===== src/rtl/receptor_uart.sv =====
// receptor_uart: UART receiver, 8N1 by default; define RECEPTOR_PARIDAD_EN for start+8+even parity+stop
module receptor_uart #(
  parameter int CLK_HZ = 100_000_000,
  parameter int BAUD = 115200
) (
  input  logic       clk,
  input  logic       rst,
  input  logic       rx,
  output logic [7:0] dato,
  output logic       dato_listo,
  output logic       error_trama,
  output logic       error_paridad,
  output logic       ocupado
);
  localparam int CICLOS_BIT = CLK_HZ / BAUD;
  localparam int CW = $clog2(CICLOS_BIT);
  localparam logic [CW-1:0] FIN_BIT = CW'(CICLOS_BIT - 1);
  localparam logic [CW-1:0] MITAD = CW'(CICLOS_BIT / 2 - 1);
`ifdef RECEPTOR_PARIDAD_EN
  typedef enum logic [2:0] {REPOSO, INICIO, DATOS, PARIDAD, PARADA, ESPERA} estado_t;
`else
  typedef enum logic [2:0] {REPOSO, INICIO, DATOS, PARADA, ESPERA} estado_t;
`endif
  estado_t estado, estado_d;
  logic rx_m, rx_s;
  logic [CW-1:0] cnt, cnt_d;
  logic [2:0] n_bit, n_bit_d;
  logic [7:0] sr, sr_d, dato_d;
  logic listo_d, trama_d;
`ifdef RECEPTOR_PARIDAD_EN
  logic par_err, par_err_d, paridad_d;
`endif
  assign ocupado = estado != REPOSO;
  // two-stage synchronizer; idles high so reset does not fake a start bit
  always_ff @(posedge clk) {rx_s, rx_m} <= rst ? 2'b11 : {rx_m, rx};
  // state, counters, shift register and registered output pulses
  always_ff @(posedge clk) begin
    if (rst) begin
      estado <= REPOSO;
      cnt <= '0;
      n_bit <= '0;
      sr <= '0;
      dato <= '0;
      dato_listo <= 1'b0;
      error_trama <= 1'b0;
    end else begin
      estado <= estado_d;
      cnt <= cnt_d;
      n_bit <= n_bit_d;
      sr <= sr_d;
      dato <= dato_d;
      dato_listo <= listo_d;
      error_trama <= trama_d;
    end
  end
`ifdef RECEPTOR_PARIDAD_EN
  // parity verdict is held from the parity bit until the stop bit resolves the frame
  always_ff @(posedge clk) begin
    if (rst) begin
      par_err <= 1'b0;
      error_paridad <= 1'b0;
    end else begin
      par_err <= par_err_d;
      error_paridad <= paridad_d;
    end
  end
`else
  assign error_paridad = 1'b0;
`endif
  // next-state: mid-bit sampling driven by a per-bit cycle counter
  always_comb begin
    estado_d = estado;
    cnt_d = cnt + 1'b1;
    n_bit_d = n_bit;
    sr_d = sr;
    dato_d = dato;
    listo_d = 1'b0;
    trama_d = 1'b0;
`ifdef RECEPTOR_PARIDAD_EN
    par_err_d = par_err;
    paridad_d = 1'b0;
`endif
    case (estado)
      REPOSO: begin
        cnt_d = '0;
        if (!rx_s) estado_d = INICIO;
      end
      INICIO: if (cnt == MITAD) begin
        cnt_d = '0;
        n_bit_d = '0;
        estado_d = rx_s ? REPOSO : DATOS;
      end
      DATOS: if (cnt == FIN_BIT) begin
        cnt_d = '0;
        sr_d = {rx_s, sr[7:1]};
        n_bit_d = n_bit + 1'b1;
`ifdef RECEPTOR_PARIDAD_EN
        if (n_bit == 3'd7) estado_d = PARIDAD;
`else
        if (n_bit == 3'd7) estado_d = PARADA;
`endif
      end
`ifdef RECEPTOR_PARIDAD_EN
      PARIDAD: if (cnt == FIN_BIT) begin
        cnt_d = '0;
        par_err_d = rx_s ^ (^sr);
        estado_d = PARADA;
      end
`endif
      PARADA: if (cnt == FIN_BIT) begin
        cnt_d = '0;
        estado_d = rx_s ? REPOSO : ESPERA;
        trama_d = !rx_s;
`ifdef RECEPTOR_PARIDAD_EN
        paridad_d = rx_s && par_err;
        listo_d = rx_s && !par_err;
`else
        listo_d = rx_s;
`endif
        dato_d = listo_d ? sr : dato;
      end
      ESPERA: if (rx_s) estado_d = REPOSO;
      default: estado_d = REPOSO;
    endcase
  end
endmodule

===== config.mk =====
export PLATFORM = sky130hd
export DESIGN_NAME = receptor_uart
export DESIGN_NICKNAME = d
export VERILOG_FILES = /design/src/rtl/receptor_uart.sv
export SDC_FILE = /design/constraint.sdc
export NUM_CORES = 1
export LEC_CHECK = 0
export BUFFER_PORTS_ARGS = -buffer_cell sky130_fd_sc_hd__buf_2
export CAP_MARGIN = 20
export CORE_MARGIN = 2
export CORE_UTILIZATION = 64
export CTS_BUF_LIST = sky130_fd_sc_hd__clkbuf_2
export DETAILED_ROUTE_END_ITERATION = 10
export PLACE_DENSITY = 0.92
export SKIP_CTS_REPAIR_TIMING = 1
export SYNTH_ARGS = -nofsm -noshare
export SYNTH_HDL_FRONTEND = slang
export SYNTH_SLANG_ARGS = --single-unit

===== constraint.sdc =====
create_clock -name clk -period 5.35 [get_ports clk]
set_input_delay 0.8025 -clock clk [delete_from_list [all_inputs] [get_ports clk]]
set_output_delay 0.8025 -clock clk [all_outputs]
set_load 0.02 [all_outputs]

# Word-level counts from Yosys, hierarchy flattened
# Cells that the tools add are included.
# word_totals
out_inout_bits	12
in_bits	3
word_cells	51
register_bits	36
# op_classes
n_eq_ne	13
bitwise	2
n_reduce_logical	10
addsub	2
muxes	15
# op_table
op	n
10-bit case mux with 3 select lines	1
3-bit two-way mux	9
10-bit two-way mux	2
3-bit case mux with 5 select lines	1
2-bit inequality test (second input constant)	6
10-bit by 1-bit adder with 10-bit output (second input constant)	1
10-bit == test (second input constant)	1
10-bit by 9-bit == test with 1-bit output (second input constant)	1
3-bit by 2-bit == test with 1-bit output (second input constant)	2
3-bit == test (second input constant)	2
3-bit case mux with 2 select lines	1
3-bit AND reduction	2
6-bit AND reduction	1
3-bit by 1-bit adder with 3-bit output (second input constant)	1
3-bit by 1-bit == test with 1-bit output (second input constant)	1
3-bit zero test	1
3-bit nonzero test	1
3-bit OR reduction	1
2-bit two-way mux	1
1-bit inverter	2
2-bit AND reduction	1
2-bit nonzero test	1
2-bit OR reduction	1
1-bit zero test	1

# Depth between registers and ports, before layout
# Gate-level depths: netlist (run 1).
# depth
depth_word	4
depth_mapped	7
depth_no_buf	6

# Worst setup path before layout (run 1)
# No wires, ideal clock.
# synth_path
path_type	register -> register
start	reg cnt[3]
end	reg sr[0]
t_arrival_ns	1.711
stages_incl_launch_ff	7
path_slack_ns	3.512
required_ns	5.222
path_cell_list	dfxtp_1 -> or3b_1 -> buf_6 -> or4_1 -> buf_2 -> mux2i_1 -> nor2_1
# synth_between
elab_chain_len	2
# synth_lines
item	line	text
start: declaration	26	logic [CW-1:0] cnt, cnt_d;
start signal: assignment	48	cnt <= cnt_d;
10-bit == test	93	DATOS: if (cnt == FIN_BIT) begin
2-bit AND reduction (no source line)	n/a	
end signal: assignment	50	sr <= sr_d;
end: declaration	28	logic [7:0] sr, sr_d, dato_d;
# No other way between the ends.
# A chain may end at the register's enable or synchronous reset.

# Worst setup path in the final report (run 1)
# layout_path
start	reg estado[2]
end	out ocupado
# layout_between
elab_chain_len	1
# layout_lines
item	line	text
start: declaration	24	estado_t estado, estado_d;
start signal: assignment	47	estado <= estado_d;
3-bit nonzero test	33	assign ocupado = estado != REPOSO;
end: declaration	13	output logic ocupado
# No other way between the ends.

==> flow_summary.yaml, run 1 <==
cts:
  cts_root_buffer: "clkbuf_2"
  clk_latency_ns: 0.38
  tritoncts: "done"
  htreeDepth: 2
  clkTransAtPathRegs_ns: 0.17
  cts_max_path_buffers: 2
  cts_sinks: 36
  numCtsBuffers: 5
timing:
  setup_viol: 0
  period_share_pct: 41.3
  fin_crit_ns: 2.21
  max_freq_ghz: 0.453
  tightest_slew_ns: 0.702
  fin_setup_tns_ns: 0
  finalMaxSlewViolations: 0
  finalClockSkew_ns: 0.0179
  slew-limit-headroom_pct: 52.9
  finalHoldViolations: 0
  layout_setup_ws_ns: 3.14
  rsz0062_at_grt: "false"
routing:
  ant_nets: 0
  vias: 1142
  wl_per_cell_um: 14.0
  via_per_inst: 5.65
  drc: 0
  drt-initial-drc-count: 28
  wl_um: 2820
  first_pass_iters: 4
synthesis:
  yosysUniqueCellTypes: 36
  synth_warnings: 0
  netlist_instances: 162
  syn_avg_cell_area_um2: 9.61
  async_flop_share_pct: 0
  synth_nets: 169
  synthFlopType: "dfxtp_1"
  syn_area_um2: 1560
  synth-edff-count: 0
  ys_ff_latch: 36
  seq_area_frac_synth_pct: 46.3
grt:
  antenna_found_initial: 0
  grt_pass1_wl_um: 4650
  grt_use_total_pct: 22.7
  grt_overflow_total: 0
  grt_max_degree: 30
  grt_pass1_vias: 1121
placed_design:
  dp_slack_ns: 3.25
  io_buffer_count: 13
  hpwl_um: 2010
  place.gp.congestion: 0.877
critical_path:
  critical_path.startpoint_type: "flip-flop"
  crit_type: "reg2out"
  worst_ep_arrival_time_ns: 1.41
  crit_required_ns: 4.55
  critPathMaxFanout: 11
  critPathCaptureType: "output pin"
floorplan:
  row_count: 17
  die_w_um: 53.3
  die_h_um: 53.3
  die-area_um2: 2840
  ios: 15
  core_area_um2: 2250
  initial_core_util_pct: 69.0
job:
  drv_cap: 0
outcome:
  status: "finished clean"
power:
  ir_worst_vdd_mv: 0.293
  powerDensity_nw_per_um2: 265
  leakage_nw: 0.720
layout:
  antenna_cells: 0
  nets: 180
  syn2layout_area_growth_pct: 7.40
  fillers: 155
  drive_gt1_share_pct: 14.9
  layout_commonest_cell: "dfxtp_1"
  final_cell_mix: "dfxtp_1, nor2_1, mux2i_1, buf_2, nand2_1"
worst_hold_path:
  hold_path.class: "reg2reg"
-- report_power, final --
| part | total (mW) | switching (mW) | internal [mW] | leakage, nW |
|---|---|---|---|---|
| registers | 0.272 | 0.00210 | 0.270 | 0.291 |
| logic | 0.00947 | 0.00646 | 0.00301 | 0.392 |
| clock network | 0.161 | 0.0852 | 0.0762 | 0.0380 |
| total | 0.443 | 0.0938 | 0.349 | 0.720 |
-- layout make-up --
| cell class | instances | area [um^2] | area share [%] |
|---|---|---|---|
| Timing Repair Buffer | 13 | 65.1 | 3.89 |
| Inverter | 3 | 11.3 | 0.674 |
| Clock inverter | 3 | 37.5 | 2.25 |
| Sequential cell | 36 | 721 | 43.1 |
| Clock buffer | 5 | 25.0 | 1.50 |
| Tap cell | 28 | 35.0 | 2.10 |
| Multi-Input combinational cell | 114 | 777 | 46.5 |
-- critical path, cell delays in order, from the launching register on --
cell and delay (ns):
dfxtp_1 0.45, or3_1 0.41, buf_2 0.17
-- cells in the mapped netlist, types with 3 or more instances --
master    instances  area, um^2
a211oi_1          3        22.5
clkbuf_1          5        18.8
dfxtp_1          36         721
ha_1              4        50.1
inv_1             3        11.3
mux2i_1          19         190
nand2_1           7        26.3
nand2b_1          4        25.0
nand3_1           3        15.0
nor2_1           33         124
nor3_1            6        30.0
xnor2_1           5        43.8
xor2_1            3        26.3
-- cells by family (layout without fill, tap and decap cells) --
kind of cell	Yosys count	in the layout	synth area share, %
and+or+nand+nor	72	72	24.6
DFF	36	36	46.3
muxes	19	19	12.2
buffers and inverters	12	24	3.78
AOI/OAI and AO/OA	10	10	5.14
xor gates and xnor gates	8	8	4.50
adders and majority gates	4	4	3.22
other	1	1	0.241
-- registers in the layout, indices dropped and copies added, names as in the netlist --
register     cells
estado           3
error_trama      1
rx_m             1
cnt             10
rx_s             1
sr               8
n_bit            3
dato             8
dato_listo       1
-- layer usage --
layer  GRT usage [%]  vias to the layer above  share of wire, %
met4            11.5                        0               2.0
met3            5.93                        8               3.9
li1                -                      574                 -
met2            38.7                       30                50
met1            25.9                      530                44
met5               0                        -                 0
-- stage by stage --
| step | power (mW) | instances | utilization (%) | instance area [um^2] | hold WS (ns) |
|---|---|---|---|---|---|
| after detailed placement | 0.287 | 194 | 71.4 | 1610 | 0.397 |
| after global placement | 0.286 | 194 | 71.4 | 1610 | 0.392 |
| after CTS | 0.445 | 202 | 74.1 | 1670 | 0.436 |
| after floorplan | 0.285 | 162 | - | 1560 | 0.389 |
| final | 0.443 | 202 | 74.1 | 1670 | 0.435 |
| after global routing | 0.458 | 202 | 74.1 | 1670 | 0.463 |
-- final timing paths --
| path | start | endpoint | slack, ns | depth (start not counted) |
|---|---|---|---|---|
| worst min-delay path | rx_m | rx_s | 0.44 | 1 |
| worst max register to register | cnt[8] | sr[2] | 3.22 | 4 |
| worst min register to register | rx_m | rx_s | 0.44 | 1 |
| worst max-delay path | estado[2] | ocupado | 3.14 | 2 |
(Power assumes the default switching activity.)
==> inputs of run 2 (changes only) <==
--- a/config.mk
+++ b/config.mk
@@ -8,10 +8,10 @@
 export BUFFER_PORTS_ARGS = -buffer_cell sky130_fd_sc_hd__buf_2
 export CAP_MARGIN = 20
 export CORE_MARGIN = 2
-export CORE_UTILIZATION = 64
+export CORE_UTILIZATION = 60
 export CTS_BUF_LIST = sky130_fd_sc_hd__clkbuf_2
 export DETAILED_ROUTE_END_ITERATION = 10
-export PLACE_DENSITY = 0.92
+export PLACE_DENSITY = 0.88
 export SKIP_CTS_REPAIR_TIMING = 1
 export SYNTH_ARGS = -nofsm -noshare
 export SYNTH_HDL_FRONTEND = slang
==> constraint.sdc (replaced) <==
create_clock -name clk -period 2.3 [get_ports clk]
set_input_delay 0.345 -clock clk [delete_from_list [all_inputs] [get_ports clk]]
set_output_delay 0.345 -clock clk [all_outputs]
set_load 0.02 [all_outputs]
==> run 2 against run 1 <==
- critical path depth rose by 2
- final cell count rose by 3.0%
- via count rose by 2.7%
- hold slack got worse by 0.30 ns
- design area rose by 1.9%
- power rose by 130%
- sequential cell count did not move
- sequential share of layout area fell by 0.82 points
==> flow_summary.yaml, run 2 (synthesis gave the netlist of run 1 again) <==
routing:
  vias: 1173
  wl_um: 2700
  drt-initial-drc-count: 20
  first_pass_iters: 4
  drc: 0
  wl_per_cell_um: 13.0
  via_per_inst: 5.64
  ant_nets: 0
timing:
  rsz0062_at_grt: "false"
  fin_setup_tns_ns: 0
  finalHoldViolations: 0
  fin_crit_ns: 2.08
  finalMaxSlewViolations: 0
  finalClockSkew_ns: 0.0127
  max_freq_ghz: 0.480
  layout_setup_ws_ns: 0.217
  period_share_pct: 90.6
  setup_viol: 0
layout:
  final_cell_mix: "dfxtp_1, nor2_1, mux2i_1, buf_2, nand2_1"
  drive_gt1_share_pct: 16.9
  antenna_cells: 0
  layout_commonest_cell: "dfxtp_1"
  largest_register: "cnt"
  largest_register_ffs: 10
  nets: 184
  syn2layout_area_growth_pct: 9.49
  largestRegisters: "cnt: 10 flops, dato: 8 flops, sr: 8 flops"
critical_path:
  critPathCaptureType: "flip-flop"
  worstReg2RegStart: "cnt[8]"
  crit_type: "reg2reg"
  worst_ep_arrival_time_ns: 2.35
  critical_path.startpoint_type: "flip-flop"
  critPathMaxFanout: 8
  crit_required_ns: 2.56
  setup.worst_path.start: "cnt[8]"
worst_hold_path:
  hold_path.class: "in2reg"
  hp-start: "rx"
power:
  powerDensity_nw_per_um2: 607
  ir_worst_vdd_mv: 0.476
  internal_power_mw: 0.813
  p_switching_mw: 0.221
  combinationalPowerShare_pct: 2.5
  p_seq_share_pct: 60.9
  pwr-share-clk_pct: 36.6
  switching_share_pct: 21.3
  leakage_nw: 0.742
floorplan:
  die-area_um2: 3020
  row_count: 18
  die_w_um: 54.9
  initial_core_util_pct: 62.8
  die_h_um: 54.9
  ios: 15
  core_area_um2: 2480
grt:
  grt_overflow_total: 0
  grt_pass1_wl_um: 4420
  grt_use_total_pct: 21.3
  antenna_found_initial: 0
  grt_pass1_vias: 1093
  grt_max_degree: 30
cts:
  htreeDepth: 2
  cts_root_buffer: "clkbuf_2"
  clkTransAtPathRegs_ns: 0.17
  tritoncts: "done"
  cts_sinks: 36
  cts_max_path_buffers: 2
  clk_latency_ns: 0.38
  numCtsBuffers: 5
placed_design:
  io_buffer_count: 13
  hpwl_um: 1990
  dp_slack_ns: 0.239
  place.gp.congestion: 0.853
outcome:
  status: "finished clean"
job:
  drv_cap: 0
run 2: cell types whose count changed in the layout (fill, tap and decap cells not counted):
cell	change
buf_4	+4
run 2: per-stage QoR:
| step | total power [mW] | util [%] | cells | hold slack (ns) | cell area, um^2 |
|---|---|---|---|---|---|
| global route | 1.07 | 68.8 | 208 | 0.122 | 1700 |
| floorplan | 0.663 | - | 162 | 0.389 | 1560 |
| global placement | 0.667 | 66.3 | 200 | 0.395 | 1640 |
| CTS | 1.04 | 68.8 | 208 | 0.120 | 1700 |
| detailed placement | 0.668 | 66.3 | 200 | 0.396 | 1640 |
| finish | 1.03 | 68.8 | 208 | 0.135 | 1700 |
run 2: power groups by stage:
stage | registers [mW] | clock network [mW] | logic, mW
final | 0.630 | 0.378 | 0.0257
after global routing | 0.631 | 0.413 | 0.0285
after CTS | 0.630 | 0.383 | 0.0255
after detailed placement | 0.643 | 0 | 0.0254
after global placement | 0.643 | 0 | 0.0246
after floorplan | 0.643 | 0 | 0.0207
run 2: final timing paths:
path         slack (ns)  depth (start not counted)  endpoint
max                0.22                          4     sr[3]
min                0.14                          2      rx_m
max reg2reg        0.22                          4     sr[3]
min reg2reg        0.43                          1      rx_s
run 2: layer usage:
| metal | vias up | global-route usage (%) | routed length [um] |
|---|---|---|---|
| met5 | - | 0 | 0 |
| li1 | 582 | - | - |
| met2 | 33 | 36.7 | 1330 |
| met1 | 548 | 21.5 | 1160 |
| met4 | 0 | 11.8 | 62 |
| met3 | 10 | 8.87 | 146 |
run 2: worst max-delay path: stages (launching register included):
cell,delay (ns)
dfxtp_1,0.41
or3b_1,0.49
or4_1,0.79
mux2i_1,0.24
nor2_1,0.05
run 2: layout make-up:
cell class              instances  area [um^2]
multi-input cells             114          777
fillers                       203          773
flip-flops and latches         36          721
repair buffers                 17         95.1
clock inverters                 3         37.5
well taps                      30         37.5
clock buffers                   5         25.0
inverters                       3         11.3
